`config.mk`:
```
export PLATFORM = sky130hd
export DESIGN_NAME = display_rect_engine
export DESIGN_NICKNAME = d
export VERILOG_FILES = /design/src/rtl/display_rect_engine.sv
export SDC_FILE = /design/constraint.sdc
export NUM_CORES = 1
export LEC_CHECK = 0
export ABC_CLOCK_PERIOD_IN_PS = 6000
export BUFFER_PORTS_ARGS = -buffer_cell sky130_fd_sc_hd__buf_2
export CORE_MARGIN = 10
export CORE_UTILIZATION = 59
export DETAILED_ROUTE_END_ITERATION = 16
export MAX_ROUTING_LAYER = met4
export PLACE_DENSITY = 0.77
export SYNTH_ARGS = -nofsm -noshare
export SYNTH_HDL_FRONTEND = slang
export SYNTH_SLANG_ARGS = --single-unit
```
`constraint.sdc`:
```
create_clock -name clk -period 6 [get_ports clk]
set_input_delay 0.9 -clock clk [delete_from_list [all_inputs] [get_ports clk]]
set_output_delay 0.9 -clock clk [all_outputs]
set_load 0.005 [all_outputs]
```
`src/rtl/display_rect_engine.sv`:
```
// Single filled-rectangle generator over a background colour, driven by the sync counters.
// Geometry and colours live in pending registers and are copied to the active set once per frame.
module display_rect_engine #(
  parameter int CW       = 10,
  parameter int H_ACTIVE = 640,
  parameter int V_ACTIVE = 480,
  parameter int STEP     = 2,
  parameter int BLINK_FR = 30
) (
  input  logic          clk,
  input  logic          reset,
  input  logic [CW-1:0] hcount,
  input  logic [CW-1:0] vcount,
  input  logic          video_on,
  input  logic          wr_en,
  input  logic [2:0]    wr_addr,
  input  logic [CW-1:0] wr_data,
  output logic [2:0]    rgb_out,
  output logic          frame_tick
);

  localparam int BW = (BLINK_FR > 1) ? $clog2(BLINK_FR) : 1;

  localparam logic [CW-1:0] X_DEF    = CW'(191);
  localparam logic [CW-1:0] Y_DEF    = CW'(101);
  localparam logic [CW-1:0] W_DEF    = CW'(359);
  localparam logic [CW-1:0] H_DEF    = CW'(269);
  localparam logic [2:0]    FG_DEF   = 3'b111;
  localparam logic [2:0]    BG_DEF   = 3'b000;
  localparam logic [2:0]    CTRL_DEF = 3'b001;
  localparam logic [CW:0]   H_LIM    = (CW+1)'(H_ACTIVE);
  localparam logic [CW:0]   V_LIM    = (CW+1)'(V_ACTIVE);
  localparam logic [CW-1:0] STEP_V   = CW'(STEP);
  localparam logic [BW-1:0] BLINK_LAST = BW'(BLINK_FR - 1);

  typedef enum logic [1:0] {
    ST_OFF    = 2'd0,
    ST_STATIC = 2'd1,
    ST_BOUNCE = 2'd2
  } state_t;

  state_t        state, next_state;
  logic [CW-1:0] p_x, p_y, p_w, p_h;
  logic [2:0]    p_fg, p_bg, p_ctrl;
  logic [CW-1:0] a_x, a_y, a_w, a_h;
  logic [2:0]    a_fg, a_bg;
  logic          dir_x, dir_y;
  logic [BW-1:0] blink_cnt;
  logic          blink_phase;

  logic          commit;
  logic          hit;
  logic [CW:0]   x_end, y_end;
  logic [CW:0]   x_step, y_step;

  // One bounce move along an axis; result is {new_dir, new_pos}.
  function automatic logic [CW:0] axis_step(input logic [CW-1:0] pos,
                                            input logic [CW-1:0] len,
                                            input logic          dir,
                                            input logic [CW:0]   limit);
    logic [CW:0] far;
    far = {1'b0, pos} + {1'b0, len} + {1'b0, STEP_V};
    if (!dir) begin
      if (far > limit) axis_step = {1'b1, pos - STEP_V};
      else             axis_step = {1'b0, pos + STEP_V};
    end else begin
      if (pos < STEP_V) axis_step = {1'b0, pos + STEP_V};
      else              axis_step = {1'b1, pos - STEP_V};
    end
  endfunction

  always_comb begin
    commit = (hcount == '0) && (vcount == CW'(V_ACTIVE));
    if (!p_ctrl[0])     next_state = ST_OFF;
    else if (p_ctrl[1]) next_state = ST_BOUNCE;
    else                next_state = ST_STATIC;
    x_step = axis_step(p_x, p_w, dir_x, H_LIM);
    y_step = axis_step(p_y, p_h, dir_y, V_LIM);
    // Widened sums so a box touching the top of the counter range cannot wrap.
    x_end = {1'b0, a_x} + {1'b0, a_w};
    y_end = {1'b0, a_y} + {1'b0, a_h};
    hit   = (hcount >= a_x) && ({1'b0, hcount} < x_end) &&
            (vcount >= a_y) && ({1'b0, vcount} < y_end);
  end

  // Host writes are applied last so a write on the commit cycle beats the bounce write-back.
  always_ff @(posedge clk or posedge reset) begin
    if (reset) begin
      p_x         <= X_DEF;
      p_y         <= Y_DEF;
      p_w         <= W_DEF;
      p_h         <= H_DEF;
      p_fg        <= FG_DEF;
      p_bg        <= BG_DEF;
      p_ctrl      <= CTRL_DEF;
      a_x         <= X_DEF;
      a_y         <= Y_DEF;
      a_w         <= W_DEF;
      a_h         <= H_DEF;
      a_fg        <= FG_DEF;
      a_bg        <= BG_DEF;
      dir_x       <= 1'b0;
      dir_y       <= 1'b0;
      blink_cnt   <= '0;
      blink_phase <= 1'b0;
      state       <= ST_STATIC;
      rgb_out     <= 3'b000;
      frame_tick  <= 1'b0;
    end else begin
      frame_tick <= commit;
      if (!video_on)
        rgb_out <= 3'b000;
      else if (hit && (state != ST_OFF) && !blink_phase)
        rgb_out <= a_fg;
      else
        rgb_out <= a_bg;

      if (commit) begin
        state <= next_state;
        a_x   <= p_x;
        a_y   <= p_y;
        a_w   <= p_w;
        a_h   <= p_h;
        a_fg  <= p_fg;
        a_bg  <= p_bg;
        if (next_state == ST_BOUNCE) begin
          a_x   <= x_step[CW-1:0];
          a_y   <= y_step[CW-1:0];
          p_x   <= x_step[CW-1:0];
          p_y   <= y_step[CW-1:0];
          dir_x <= x_step[CW];
          dir_y <= y_step[CW];
        end
        if (p_ctrl[2]) begin
          if (blink_cnt == BLINK_LAST) begin
            blink_cnt   <= '0;
            blink_phase <= ~blink_phase;
          end else begin
            blink_cnt <= blink_cnt + BW'(1);
          end
        end else begin
          blink_cnt   <= '0;
          blink_phase <= 1'b0;
        end
      end

      if (wr_en) begin
        case (wr_addr)
          3'd0:    p_x    <= wr_data;
          3'd1:    p_y    <= wr_data;
          3'd2:    p_w    <= wr_data;
          3'd3:    p_h    <= wr_data;
          3'd4:    p_fg   <= wr_data[2:0];
          3'd5:    p_bg   <= wr_data[2:0];
          3'd6:    p_ctrl <= wr_data[2:0];
          default: ;
        endcase
      end
    end
  end

endmodule

```
==> flow_summary.yaml <==
synthesis:
  synth_area_leaders: "dfrtp_1 18%, dfstp_2 16%, ha_1 16%, nand2_1 6.6%, mux2_2 4.1%"
  synth_nets: 1047
  synth_area_leader_cell: "dfrtp_1"
  synth-seq-cells: 109
  post-synth-top-count-cell: "nand2_1"
  synth-warning-count: 0
  async_flop_share_pct: 100
  synth.top_cell.area_share_pct: 18.1
  netlist_instances: 904
  netlist_top_cells_count: "143 x nand2_1, 102 x ha_1, 59 x dfrtp_1, 58 x inv_1, 54 x nor2_1"
  synth_flop_cell: "dfrtp_1"
  synth_edf_count: 0
  ys_seq_area_share_pct: 34.2
  ys_types: 70
  syn-cell-area_sq_mm: 0.00816
  synth.avg_cell_area_sq_um: 9.03
clock_tree:
  insertion_delay_ns: 0.36
  cts_tree: "done"
  cts_resized: 0
  root_buffer: "clkbuf_16"
  cts_num_sinks: 109
  cts_buffers: 9
  clockBufferDepth: 2
  postCtsSetupRepairBufs: 0
  cts_hold_buf: 0
  h-tree-depth: 3
  path_clk_slew_ns: 0.07
sta:
  setup-violations-final: 0
  hold_viol_final: 0
  relSlewSlack_pct: 25.9
  tightest_slew_ns: 1.10
  skew_ns: 0.0114
  max_freq_mhz: 220
  post-route-period-util_pct: 75.7
  min_period_ns: 4.54
  drv_slew: 0
  fin_setup_tns_ns: 0
  grt_setup_unrepaired: "false"
critical_path:
  r2r_slack_ns: 1.46
  ff2ff_path_depth: 15
  cp.required_ns: 6.27
  worstPathArrival_ns: 4.81
  cp_max_fo: 3
  r2r-end: "rgb_out[2]"
  critPathCaptureType: "flip-flop"
  critPathKind: "flip-flop to flip-flop"
  regToRegStartpoint: "a_x[0]"
  cp-start-kind: "flip-flop"
worst_hold_path:
  worst_hold_path_type: "flip-flop to flip-flop"
  worstHoldStart: "p_fg[0]"
  whs_path_depth: 2
  hold-path-endpoint: "a_fg[0]"
grt:
  grt-ovfl-total: 0
  grt_pass1_vias: 6122
  antenna_found_initial: 0
  grt_use_total_pct: 20.9
  grt_pass1_wl_um: 31200
  grt_max_degree: 65
finish:
  fill_cells: 1107
  drive_above_1_share_pct: 17.2
  area_delta_synth_final_pct: 7.67
  final_nets: 1070
  diodes: 0
  final_cells: 1108
  utilization_pct: 65.6
die:
  io_pins: 41
  rows: 42
  die_y_um: 138
  die_w_um: 138
  start_util_pct: 60.9
  core_area_sq_mm: 0.0134
  dieArea_sq_mm: 0.0189
power:
  p_per_area_mw_per_mm2: 276
  max-vdd-ir-drop_v: 0.000233
  p_total_mw: 2.42
  p_leak_nw: 4.05
outcome:
  status: "completed"
routing:
  firstDrtPassIters: 7
  drt_wl_total_um: 18600
  first_iter_violations: 625
  vias: 6548
  ant_nets: 0
  vias_per_cell: 5.91
  drc: 0
  routedWlPerCell_um: 16.8
run:
  max_cap_violations: 0
placed_design:
  dp_cells: 1092
  dpl.hpwl_um: 14200
  io_buffers: 40
  place_congestion: 0.985
[worst max-delay path by stage]
stage,from,end
6_report,a_x[0],rgb_out[2]
5_1_grt,a_x[0],rgb_out[2]
4_1_cts,a_x[0],rgb_out[2]
3_5_place_dp,a_x[0],rgb_out[2]
3_3_place_gp,a_x[0],rgb_out[0]
2_1_floorplan,a_x[0],rgb_out[0]
[routing by layer]
layer | vias up | global-route usage (%) | part of all wire [%]
li1 | 3293 | - | -
met1 | 3076 | 30.9 | 52
met2 | 165 | 28.7 | 42
met3 | 14 | 3.13 | 5.2
met4 | 0 | 6.15 | 1.5
met5 | - | - | 0
[flip-flops by register name (all words and copies together), names as in the netlist, 2 cells and up]
name / count
blink_cnt: 5
p_h: 10
a_w: 10
state: 2
a_x: 10
rgb_out: 3
a_y: 10
p_w: 10
p_bg: 3
p_fg: 3
a_bg: 3
p_ctrl: 3
a_h: 10
a_fg: 3
p_x: 10
p_y: 10
[through the flow]
step	setup WS (ns)	hold slack, ns	cell area, sq um
after floorplan	2.08	0.433	8160
after global placement	1.60	0.441	8500
after detailed placement	1.42	0.447	8500
after CTS	1.41	0.454	8790
after global routing	0.926	0.470	8790
final	1.46	0.455	8790
[report_power, final]
part           switching (mW)  leakage [nW]  total (mW)  internal (mW)
clock network           0.278         0.139       0.577          0.299
registers               0.109          1.25       0.941          0.831
logic                   0.501          2.66       0.906          0.405
[final cells by class]
type                            count  area (sq um)  share of cell area (%)
Inverter                           58           220                    2.51
Clock inverter                      5          42.5                   0.484
Multi-Input combinational cell    704          5030                    57.3
Tap cell                          176           220                    2.51
Sequential cell                   109          2790                    31.8
Timing Repair Buffer               45           238                    2.71
Clock buffer                       11           243                    2.76
[critical path, stage by stage, from the launching register on]
cell,delay [ns]
dfstp_2,0.38
ha_1,0.21
fa_1,0.40
a21o_1,0.19
a21oi_1,0.20
nor2b_1,0.08
o21a_1,0.18
o41ai_1,0.39
xor2_1,0.19
ha_1,0.27
a2111oi_0,0.41
o21ai_0,0.14
a21oi_1,0.14
a2111oi_0,0.08
nor4b_1,0.90
mux2i_1,0.28
[cell families (layout without fill, tap and decap cells)]
group	Yosys count	count (layout)	synth area share [%]
AO/OA/AOI/OAI	202	202	16.9
XOR/XNOR	35	35	3.76
adder cells (fa/ha/maj)	106	106	16.6
buffers and inverters	91	119	4.20
flip-flops	109	109	34.2
multiplexers	46	46	6.22
AND/OR/NAND/NOR	315	315	18.1
[cells in the final DEF, fill, tap and decap left out, types with 4 or more instances in the layout]
cell type / synthesis / routed
a2111oi_0: 5 / 5
a211oi_1: 8 / 8
a21o_1: 10 / 10
a21oi_1: 36 / 36
a31oi_1: 12 / 12
buf_2: 1 / 40
buf_4: 0 / 5
clkbuf_16: 0 / 9
dfrtp_1: 59 / 59
dfstp_2: 50 / 50
fa_1: 4 / 4
ha_1: 102 / 102
inv_1: 58 / 56
mux2_2: 30 / 30
mux2i_1: 14 / 14
nand2_1: 143 / 143
nand2b_1: 12 / 12
nand3_1: 27 / 26
nand4_1: 4 / 4
nor2_1: 54 / 54
nor2b_1: 8 / 8
nor3_1: 20 / 20
nor4_1: 6 / 6
o211ai_1: 12 / 12
o21a_1: 13 / 13
o21ai_0: 49 / 49
o21bai_1: 8 / 8
o22ai_1: 5 / 5
o31ai_1: 6 / 6
or3_1: 11 / 11
or4_1: 10 / 10
xnor2_1: 19 / 19
xor2_1: 16 / 16
Note: power is estimated with default switching activity, not from simulation.
